--- src/rtl/imem_read_arbiter.sv ---
// imem_read_arbiter: two-master, one-burst-outstanding AXI read arbiter, M0 priority with M1 starvation guard
module imem_read_arbiter #(
  parameter int ADDR_WIDTH   = 32,
  parameter int DATA_WIDTH   = 32,
  parameter int STARVE_LIMIT = 4
) (
  input  logic                  clk,
  input  logic                  rst,
  input  logic [ADDR_WIDTH-1:0] m0_araddr,
  input  logic [3:0]            m0_arlen,
  input  logic [3:0]            m0_arid,
  input  logic                  m0_arvalid,
  output logic                  m0_arready,
  output logic [DATA_WIDTH-1:0] m0_rdata,
  output logic                  m0_rvalid,
  output logic                  m0_rlast,
  input  logic                  m0_rready,
  input  logic [ADDR_WIDTH-1:0] m1_araddr,
  input  logic [3:0]            m1_arlen,
  input  logic [3:0]            m1_arid,
  input  logic                  m1_arvalid,
  output logic                  m1_arready,
  output logic [DATA_WIDTH-1:0] m1_rdata,
  output logic                  m1_rvalid,
  output logic                  m1_rlast,
  input  logic                  m1_rready,
  output logic [ADDR_WIDTH-1:0] s_araddr,
  output logic [3:0]            s_arlen,
  output logic [3:0]            s_arid,
  output logic                  s_arvalid,
  input  logic                  s_arready,
  input  logic [DATA_WIDTH-1:0] s_rdata,
  input  logic [3:0]            s_rid,
  input  logic                  s_rvalid,
  input  logic                  s_rlast,
  output logic                  s_rready,
  output logic                  grant,
  output logic                  busy,
  output logic                  id_err
);
  typedef enum logic [1:0] {IDLE, ADDR, DATA} state_t;
  localparam logic [3:0] LIMIT = 4'(STARVE_LIMIT);
  state_t     r_state, w_next;
  logic       r_grant, r_id_err;
  logic [3:0] r_starve, r_arid;
  logic       w_idle, w_addr, w_data, w_req, w_pick_m1, w_beat, w_unused;
  assign w_unused = m0_arid[3] ^ m1_arid[3];
  always_ff @(posedge clk or posedge rst)
    if (rst) r_state <= IDLE;
    else     r_state <= w_next;
  always_comb begin
    w_idle     = r_state == IDLE;
    w_addr     = r_state == ADDR;
    w_data     = r_state == DATA;
    w_req      = m0_arvalid | m1_arvalid;
    w_pick_m1  = m1_arvalid & (~m0_arvalid | (r_starve == LIMIT));
    s_araddr   = r_grant ? m1_araddr : m0_araddr;
    s_arlen    = r_grant ? m1_arlen : m0_arlen;
    s_arid     = r_arid;
    s_arvalid  = w_addr & (r_grant ? m1_arvalid : m0_arvalid);
    m0_arready = w_addr & ~r_grant & s_arready;
    m1_arready = w_addr & r_grant & s_arready;
    s_rready   = w_data & (r_grant ? m1_rready : m0_rready);
    m0_rvalid  = w_data & ~r_grant & s_rvalid;
    m1_rvalid  = w_data & r_grant & s_rvalid;
    m0_rlast   = w_data & ~r_grant & s_rlast;
    m1_rlast   = w_data & r_grant & s_rlast;
    m0_rdata   = s_rdata;
    m1_rdata   = s_rdata;
    w_beat     = s_rvalid & s_rready;
    grant      = r_grant;
    busy       = ~w_idle;
    id_err     = r_id_err;
    w_next     = r_state;
    if (w_idle && w_req)                 w_next = ADDR;
    if (w_addr && s_arvalid && s_arready) w_next = DATA;
    if (w_data && w_beat && s_rlast)     w_next = IDLE;
  end
  // grant, issued ID and starvation count only change at the IDLE decision
  always_ff @(posedge clk or posedge rst)
    if (rst) begin
      r_grant  <= 1'b0;
      r_arid   <= 4'd0;
      r_starve <= 4'd0;
      r_id_err <= 1'b0;
    end else begin
      if (w_idle && w_req) begin
        r_grant  <= w_pick_m1;
        r_arid   <= {w_pick_m1, w_pick_m1 ? m1_arid[2:0] : m0_arid[2:0]};
        r_starve <= w_pick_m1 ? 4'd0 : (m1_arvalid && r_starve != LIMIT) ? r_starve + 4'd1 : r_starve;
      end
      if (w_data && w_beat && s_rid != r_arid) r_id_err <= 1'b1;
    end
endmodule

--- config.mk ---
export PLATFORM = sky130hd
export DESIGN_NAME = imem_read_arbiter
export DESIGN_NICKNAME = d
export VERILOG_FILES = /design/src/rtl/imem_read_arbiter.sv
export SDC_FILE = /design/constraint.sdc
export NUM_CORES = 1
export LEC_CHECK = 0
export ABC_AREA = 1
export BUFFER_PORTS_ARGS = -buffer_cell sky130_fd_sc_hd__buf_2
export CAP_MARGIN = 15
export CORE_AREA = 2 2 94 96
export DETAILED_ROUTE_END_ITERATION = 10
export DIE_AREA = 0 0 96 98
export GPL_TIMING_DRIVEN = 0
export HOLD_SLACK_MARGIN = 0.15
export SYNTH_ARGS = -nofsm -noshare
export SYNTH_HDL_FRONTEND = slang
export SYNTH_SLANG_ARGS = --single-unit
--- constraint.sdc ---
create_clock -name clk -period 1.1 [get_ports clk]
set_input_delay 0.11 -clock clk [delete_from_list [all_inputs] [get_ports clk]]
set_output_delay 0.11 -clock clk [all_outputs]
set_load 0.05 [all_outputs]
==> results of run 1 <==
## flip-flops by register name, indices dropped and copies added (netlist names)
signal	count
grant	1
id_err	1
r_starve	4
r_state	2
s_arid	3
## synth_stat cells
cell type	number	area, sq um
nor2_1	15	56.3
xor2_1	3	26.3
a21oi_4	1	16.3
inv_1	24	90.1
nor2_2	1	6.26
a21oi_1	1	5.00
buf_2	5	25.0
dfrtp_1	11	275
o21ai_0	5	25.0
buf_4	67	503
o22ai_1	1	6.26
nand2_1	141	529
ha_1	2	25.0
buf_6	2	22.5
inv_2	3	11.3
nand3_1	13	65.1
## metal layers
layer,vias up,share of wire,GRT usage
met5,-,0,0
met4,0,0.010,0.0165
met3,8,0.082,0.0255
met2,109,0.58,0.286
met1,1102,0.33,0.143
li1,1268,-,-
## cell families after synthesis
logic type | count (synthesis) | synth area share
buf+inv | 101 | 0.386
compound gates | 8 | 0.0311
xor+xnor | 3 | 0.0156
flops | 11 | 0.163
simple gates | 170 | 0.389
fa+ha+maj | 2 | 0.0148
## critical path: stages (launching register included)
cell	delay (ns)
dfrtp_2	0.41
buf_12	0.15
buf_12	0.14
buf_12	0.15
nand2_2	0.08
nand2_4	0.05
buf_6	0.15
## area by class of cell
cell class / instances / area (sq um) / area share
clock buffer: 4 / 45.0 / 0.0107
buffer: 74 / 623 / 0.148
multi-input combinational: 183 / 1390 / 0.330
timing repair buffer: 223 / 1620 / 0.385
tap: 108 / 135 / 0.0321
inverter: 27 / 123 / 0.0291
sequential: 11 / 278 / 0.0659
## per-stage QoR
stage	TNS (ns)	utilization
after detailed placement	-14.02	0.384
after global routing	-19.68	0.498
after floorplan	-8.45	-
final	-16.37	0.498
after global placement	-13.71	0.384
after CTS	-16.82	0.477
## where the power goes
group          switching, mW  internal (mW)  total (mW)
clock                  0.135          0.253       0.388
sequential             0.174          0.587       0.761
combinational           6.14           4.05        10.2
## how the worst min path moves through the flow
stage	to
floorplan	id_err
global placement	s_arid[0]
detailed placement	s_arid[0]
CTS	s_arid[1]
global route	s_arid[1]
finish	s_arid[1]
## what timing repair did
action	in CTS	in global routing
endpoints found under the setup margin	57	58
cloned	2	1
hold endpoints to repair	12	0
gates resized for setup	194	34
setup buffers	10	4
pin swaps	11	11
hold buffers	2	0
==> run_results.csv, run 1 <==
group,metric,value,unit
outcome,outcome,"finished with violations",
outcome,violations,"negative setup slack",
routing,dr.first_iter.drc_count,16,
finish,fin_area,0.00422,sq mm
synth,ys_ff_latch,11,
floorplan,ioPinCount,240,
timing,fin_worst_skew,0.00272,ns
hold_path,hold_path.startpoint,"m0_arid[1]",
critical_path,critPathCaptureType,"output pin",
hold_path,hold_depth,5,
critical_path,critPathLaunchType,"flop",
cts,cts_tree,"yes",
routing,vias,2487,
routing,drt-total-wl,7150,um
place,post-place-ws,-0.384,ns
finish,area_growth,150,%
synth,synth.cell_area,0.00169,sq mm
routing,wire_per_inst,11.4,um
global_route,grt_usage,0.139,
global_route,grt_max_degree,12,
finish,nets,650,
timing,fin_crit,1.48,ns
floorplan,start_util,0.199,
timing,fmax,675,MHz
floorplan,die_area,0.00941,sq mm
critical_path,crit_end,"s_araddr[21]",
synth,synth_nets,422,
floorplan,die_w,96,um
timing,hold_viol,0,
routing,drt-vias-per-instance,3.95,
cts,numCtsBuffers,3,
critical_path,worst-path-max-fanout,10,
cts,clk_pin_slew,0.05,ns
timing,setup_slack,-0.380,ns
global_route,grt_overflow_total,0,
critical_path,r2r_slack,-0.16,ns
routing,drt_drc_violations_left,0,
synth,ys_types,16,
global_route,grt_pass1_wl,10700,um
synth,ys_seq_area_frac,0.163,
global_route,grt_pass1_vias,2352,
synth,yosys_warnings,0,
finish,fillCellCount,783,
timing,slew_headroom,0.718,
finish,final_common_cell,"buf_2",
timing,fin_hold_ws,0.181,ns
critical_path,startpoint,"grant",
floorplan,die_y,98,um
cts,htree_num_levels,1,
power_and_ir_drop,fin_total_pwr,11.3,mW
timing,final_max_slew_viol_count,0,
critical_path,worstSetupPathType,"reg2out",
critical_path,r2r-end,"grant",
routing,drtPass1Iterations,4,
place,dpl.hpwl,5440,um
cts,clock_sinks,11,
hold_path,holdCritPathClass,"in2reg",
routing,ant_nets,0,
place,dp_cells,608,
global_route,antenna_found_initial,0,
cts,cts_root_buf,"clkbuf_8",
finish,layout_common_cells,"buf_2, buf_4, nand2_4, nand2_1, buf_8",
floorplan,core,0.00847,sq mm
timing,setup_viol,58,
timing,final.period_utilization,1.35,
finish,layout-drive-gt1-share,0.787,
finish,diodes,0,
place,numPortBuffers,205,
critical_path,worstPathRequired,0.99,ns
synth,syn_area_per_cell,5.72,sq um
cts,clk_path_buf_depth,2,
timing,worstMarginPinSlew,0.423,ns
timing,grt_setup_unrepaired,"true",
critical_path,arrival,1.37,ns
floorplan,row_count,34,
place,gp_congestion,0.738,
place,place_area,0.00325,sq mm
run,maxCapViolations,0,
synth,synth_cells,295,
critical_path,r2r_cells,6,
power_and_ir_drop,irDropWorstVdd,0.00111,V
critical_path,rr_startpoint,"r_state[1]",
finish,fin_cells,630,
cts,clock_latency,0.23,ns
power_and_ir_drop,p_per_area,2690,mW/mm^2
power_and_ir_drop,power.leakage,2.39,nW
Power figures use the tool's default switching activity.
==> run 2, diff against run 1 <==
ABC_AREA = unset   (was 1)
CORE_AREA = 2 2 93 95   (was 2 2 94 96)
DIE_AREA = 0 0 95 97   (was 0 0 96 98)
HOLD_SLACK_MARGIN = 0.05   (was 0.15)
==> run_results.csv, run 2 <==
group,metric,value,unit
finish,fillCellCount,792,
run,maxCapViolations,0,
cts,clock_sinks,11,
synth,ys.flop_type,"dfrtp_1",
floorplan,die_area,0.00922,sq mm
routing,dr.first_iter.drc_count,31,
finish,final_common_cell,"buf_2",
finish,diodes,0,
synth,ys_types,36,
floorplan,row_count,33,
place,numPortBuffers,204,
synth,syn_area_per_cell,8.93,sq um
critical_path,rr_startpoint,"grant",
routing,ant_nets,0,
global_route,grt_pass1_wl,10100,um
synth,synth_top_area_frac,0.295,
power_and_ir_drop,p_per_area,2260,mW/mm^2
place,gp_congestion,0.785,
global_route,grt_pass1_vias,2130,
cts,clk_pin_slew,0.06,ns
finish,multiInputGateArea,0.00109,sq mm
routing,drt-total-wl,6930,um
timing,hold_viol,0,
finish,layout-drive-gt1-share,0.893,
cts,cts_tree,"yes",
floorplan,die_y,97,um
timing,slew_headroom,0.687,
cts,clk_path_buf_depth,2,
synth,yosys_warnings,0,
finish,max_flop_register,"r_starve",
synth,async_reset_ff_frac,1.00,
critical_path,worstPathRequired,0.99,ns
timing,setup_slack,-0.490,ns
critical_path,r2r-end,"r_state[0]",
synth,synth_cells,185,
finish,nets,541,
finish,largest_reg_flops,4,
timing,final_max_slew_viol_count,0,
floorplan,start_util,0.203,
critical_path,critPathCaptureType,"output pin",
critical_path,worstSetupPathType,"reg2out",
cts,htree_num_levels,1,
timing,worstMarginPinSlew,0.470,ns
finish,layout_common_cells,"buf_2, buf_4, buf_6",
critical_path,r2r_slack,-0.41,ns
hold_path,hold_path.startpoint,"s_rlast",
synth,synth_common_cells,"buf_4, mux2_2, dfrtp_1, inv_1, buf_2",
synth,ys_seq_area_frac,0.167,
finish,regArea,279,sq um
floorplan,core,0.00813,sq mm
hold_path,hold_end,"r_state[1]",
routing,wire_per_inst,13.4,um
critical_path,critPathLaunchType,"flop",
synth,synth_nets,312,
timing,grt_setup_unrepaired,"true",
place,dpl.hpwl,5760,um
global_route,grt_overflow_total,0,
hold_path,hold_depth,2,
routing,drt_drc_violations_left,0,
timing,fin_hold_ws,0.0676,ns
synth,ys_ff_latch,11,
outcome,violations,"negative setup slack",
place,post-place-ws,-0.452,ns
cts,clock_latency,0.24,ns
global_route,antenna_found_initial,0,
timing,fmax,629,MHz
synth,synth.cell_area,0.00165,sq mm
cts,cts_root_buf,"clkbuf_8",
routing,drtPass1Iterations,4,
critical_path,r2r_cells,6,
timing,fin_crit,1.59,ns
critical_path,arrival,1.48,ns
global_route,grt_max_degree,12,
outcome,outcome,"finished with violations",
routing,drt-vias-per-instance,4.06,
synth,yosysTopAreaCell,"buf_4",
critical_path,worst-path-max-fanout,8,
floorplan,die_w,95,um
finish,area_growth,125,%
timing,final.period_utilization,1.45,
synth,synthMostInstantiatedCell,"buf_4",
power_and_ir_drop,irDropWorstVdd,0.000597,V
routing,vias,2101,
timing,fin_worst_skew,0.00510,ns
floorplan,ioPinCount,240,
hold_path,holdCritPathClass,"in2reg",
synth,synthTopCellsByArea,"buf_4, mux2_2, dfrtp_1, inv_1, xnor2_1",
global_route,grt_usage,0.137,
power_and_ir_drop,power.leakage,1.99,nW
synth,synth_edf_count,0,
cts,numCtsBuffers,3,
timing,setup_viol,57,
[run 2: cell types whose count changed in the layout (fill, tap and decap cells not counted), sizes merged, moves of 3 or more]
| cell | before | now |
|---|---|---|
| nor2 | 16 | 6 |
| nand2 | 141 | 5 |
| o2111ai | 0 | 3 |
| o211ai | 0 | 3 |
| nand3 | 13 | 2 |
| inv | 25 | 10 |
| o21ai | 5 | 1 |
| nand4 | 0 | 5 |
| mux2 | 0 | 37 |
| xnor2 | 0 | 4 |
| xor2 | 3 | 0 |
[run 2: worst max-delay path by stage]
stage	startpoint	endpoint	slack, ns	cells after the start
3_5_place_dp	grant	s_araddr[17]	-0.45	4
6_report	grant	s_arvalid	-0.49	4
4_1_cts	grant	s_arvalid	-0.49	4
3_3_place_gp	grant	s_araddr[9]	-0.45	4
5_1_grt	grant	s_arvalid	-0.51	4
2_1_floorplan	grant	m0_arready	-0.51	3
[run 2: layer usage]
metal | wire [um] | global-route usage | vias to the layer above | part of all wire
met3 | 612 | 0.0241 | 4 | 0.088
met5 | 0 | 0 | - | 0
met2 | 3780 | 0.267 | 115 | 0.55
li1 | - | - | 1031 | -
met1 | 2510 | 0.152 | 951 | 0.36
met4 | 34 | 0.0201 | 0 | 0.0049
[run 2: power by group]
part           internal, mW  total (mW)  leakage (nW)  switching, mW
Combinational          3.16        7.23          1.84           4.07
Clock                 0.250       0.418        0.0255          0.168
Sequential            0.586       0.753         0.127          0.167
Total                  4.00        8.40          1.99           4.40
[run 2: metrics by stage]
step	TNS [ns]	area, sq um	utilization	power [mW]	cells
after detailed placement	-18.28	2990	0.368	6.33	494
after global placement	-18.18	2990	0.368	6.29	494
after floorplan	-16.61	1840	-	5.24	185
final	-21.74	3710	0.457	8.40	518
after global routing	-23.81	3710	0.457	8.82	518
after CTS	-22.23	3570	0.439	8.11	514
[run 2: final cells by class]
cell class / instances / area share
Buffer: 71 / 0.156
Clock buffer: 3 / 0.0111
Clock inverter: 1 / 0.00135
Inverter: 11 / 0.0121
Multi-Input combinational cell: 91 / 0.292
Sequential cell: 11 / 0.0751
Tap cell: 105 / 0.0354
Timing Repair Buffer: 225 / 0.417
[run 2: logic make-up (layout without fill, tap and decap cells)]
kind of cell    after synthesis  count (layout)  share of synthesized area
xor+xnor                      4               4                     0.0212
flops                        11              11                      0.167
compound gates               17              17                     0.0795
mux                          38              38                      0.261
buf+inv                      83             311                      0.342
fa+ha+maj                     2               2                     0.0151
simple gates                 30              30                      0.115
[run 2: worst max-delay path, stage by stage, from the launching register on]
cell and delay, ns:
dfrtp_2 0.43, buf_12 0.16, mux2_4 0.31, and3b_4 0.19, buf_8 0.15
[run 2: timing repair]
item	4_1_cts	5_1_grt
gates resized for setup	125	29
hold endpoints to repair	11	0
setup buffers	15	6
pin swaps	11	15
endpoints found under the setup margin	57	57
hold buffers	1	0
==> run 3, diff against run 2 <==
clock period = 1.7 ns   (was 1.1 ns; I/O delays follow)
==> run_results.csv, run 3 (synthesis results as in run 2) <==
group,metric,value,unit
outcome,outcome,"complete, no violations",
timing,final.period_utilization,0.969,
timing,setup_slack,0.0527,ns
global_route,grt_usage,0.127,
finish,area_growth,81.5,%
global_route,grt_overflow_total,0,
timing,final_max_slew_viol_count,0,
place,place_area,0.00284,sq mm
cts,clock_sinks,11,
routing,vias,1987,
timing,slew_headroom,0.692,
timing,fin_worst_skew,0.00381,ns
global_route,grt_max_degree,12,
place,gp_congestion,0.678,
timing,hold_viol,0,
power_and_ir_drop,irDropWorstVdd,0.000387,V
finish,layout_common_cells,"buf_2, buf_4, mux2_2",
global_route,grt_pass1_wl,9320,um
cts,clock_latency,0.24,ns
critical_path,max_stage_delay,0.39,ns
hold_path,holdCritPathClass,"in2reg",
finish,fillCellCount,836,
critical_path,critPathCaptureType,"output pin",
floorplan,start_util,0.203,
routing,drt-vias-per-instance,3.97,
critical_path,worst-path-max-fanout,10,
power_and_ir_drop,power.leakage,1.66,nW
hold_path,hold_end,"r_state[1]",
finish,diodes,0,
cts,cts_tree,"yes",
finish,fin_cells,500,
routing,dr.first_iter.drc_count,34,
routing,drt_drc_violations_left,0,
place,post-place-ws,-0.0539,ns
floorplan,ioPinCount,240,
timing,worstMarginPinSlew,0.461,ns
place,numPortBuffers,204,
critical_path,arrival,1.48,ns
floorplan,die_y,97,um
hold_path,hold_path.startpoint,"s_rlast",
run,maxCapViolations,0,
timing,setup_viol,0,
finish,final_core_util,0.369,
critical_path,r2r_cells,4,
critical_path,path_cells,"buf_12 -> buf_6 -> mux2_2 -> buf_2",
finish,regArea,278,sq um
finish,layout-drive-gt1-share,0.828,
critical_path,worstPathRequired,1.53,ns
floorplan,die_w,95,um
finish,largest_reg_flops,4,
timing,fin_crit,1.65,ns
cts,htree_num_levels,1,
cts,numCtsBuffers,3,
floorplan,die_area,0.00922,sq mm
routing,drt-total-wl,6620,um
timing,grt_setup_unrepaired,"true",
routing,drtPass1Iterations,4,
critical_path,cp_slowest_cell,"dfrtp_2",
floorplan,row_count,33,
global_route,grt_pass1_vias,1894,
critical_path,worstSetupPathType,"reg2out",
critical_path,rr_startpoint,"r_state[0]",
cts,clk_path_buf_depth,2,
global_route,antenna_found_initial,0,
timing,fin_hold_ws,0.127,ns
power_and_ir_drop,p_per_area,1430,mW/mm^2
place,dp_cells,494,
place,dpl.hpwl,5810,um
cts,cts_root_buf,"clkbuf_8",
critical_path,critPathLaunchType,"flop",
finish,final_common_cell,"buf_2",
finish,fin_area,0.00300,sq mm
finish,max_flop_register,"r_starve",
hold_path,hold_depth,2,
finish,nets,523,
floorplan,core,0.00813,sq mm
critical_path,r2r_slack,0.33,ns
critical_path,r2r-end,"s_arid[2]",
timing,fmax,607,MHz
cts,clk_pin_slew,0.05,ns
routing,ant_nets,0,
finish,multiInputGateArea,845,sq um
routing,wire_per_inst,13.2,um
-- run 3: cell count changes in the layout (fill, tap and decap cells not counted), sizes merged --
cell / delta
clkbuf: +2
clkinvlp: -1
buf: -19
clkinv: -1
inv: +1
-- run 3: cell type report --
cell class                      count  area share
Buffer                             72       0.189
Clock buffer                        4      0.0150
Inverter                           11      0.0138
Multi-Input combinational cell     91       0.282
Sequential cell                    11      0.0927
Tap cell                          105      0.0438
Timing Repair Buffer              206       0.364
-- run 3: worst max-delay path, delay by kind of cell, from the launching register on --
kind / cells / cell delay [ns]
buffers and inverters: 3 / 0.51
muxes: 1 / 0.34
DFF: 1 / 0.39
-- run 3: stage by stage --
stage / setup TNS, ns / power [mW]
finish: 0 / 4.28
global route: -0.00464 / 4.50
CTS: 0 / 4.28
detailed placement: -0.538 / 3.85
global placement: -0.445 / 3.83
floorplan: -0.115 / 3.12
-- run 3: worst max-delay path by stage --
stage | from | endpoint | slack (ns) | cells after the start
after global placement | grant | m1_rvalid | -0.05 | 5
after global routing | grant | s_araddr[25] | -0.002 | 4
after detailed placement | grant | m1_rvalid | -0.05 | 5
after CTS | grant | s_arvalid | 0.003 | 4
after floorplan | grant | m0_rlast | -0.04 | 3
final | grant | s_araddr[26] | 0.05 | 4
-- run 3: what timing repair did --
item / CTS / global route
setup endpoints to repair: 40 / 16
hold buffers: 1 / 0
gates resized for setup: 22 / 19
buffers inserted: 1 / 0
endpoints found under the hold margin: 11 / 0
-- run 3: routing by layer --
metal / wire (um) / GRT usage / up-vias
li1: - / - / 991
met1: 2370 / 0.133 / 881
met2: 3590 / 0.250 / 111
met3: 612 / 0.0312 / 4
met4: 34 / 0.0234 / 0
met5: 0 / 0 / -
-- run 3: power breakdown --
group / internal, mW / leakage, nW / switching, mW
combinational: 1.20 / 1.51 / 2.31
clock: 0.165 / 0.0228 / 0.0965
sequential: 0.377 / 0.128 / 0.126
total: 1.75 / 1.66 / 2.54
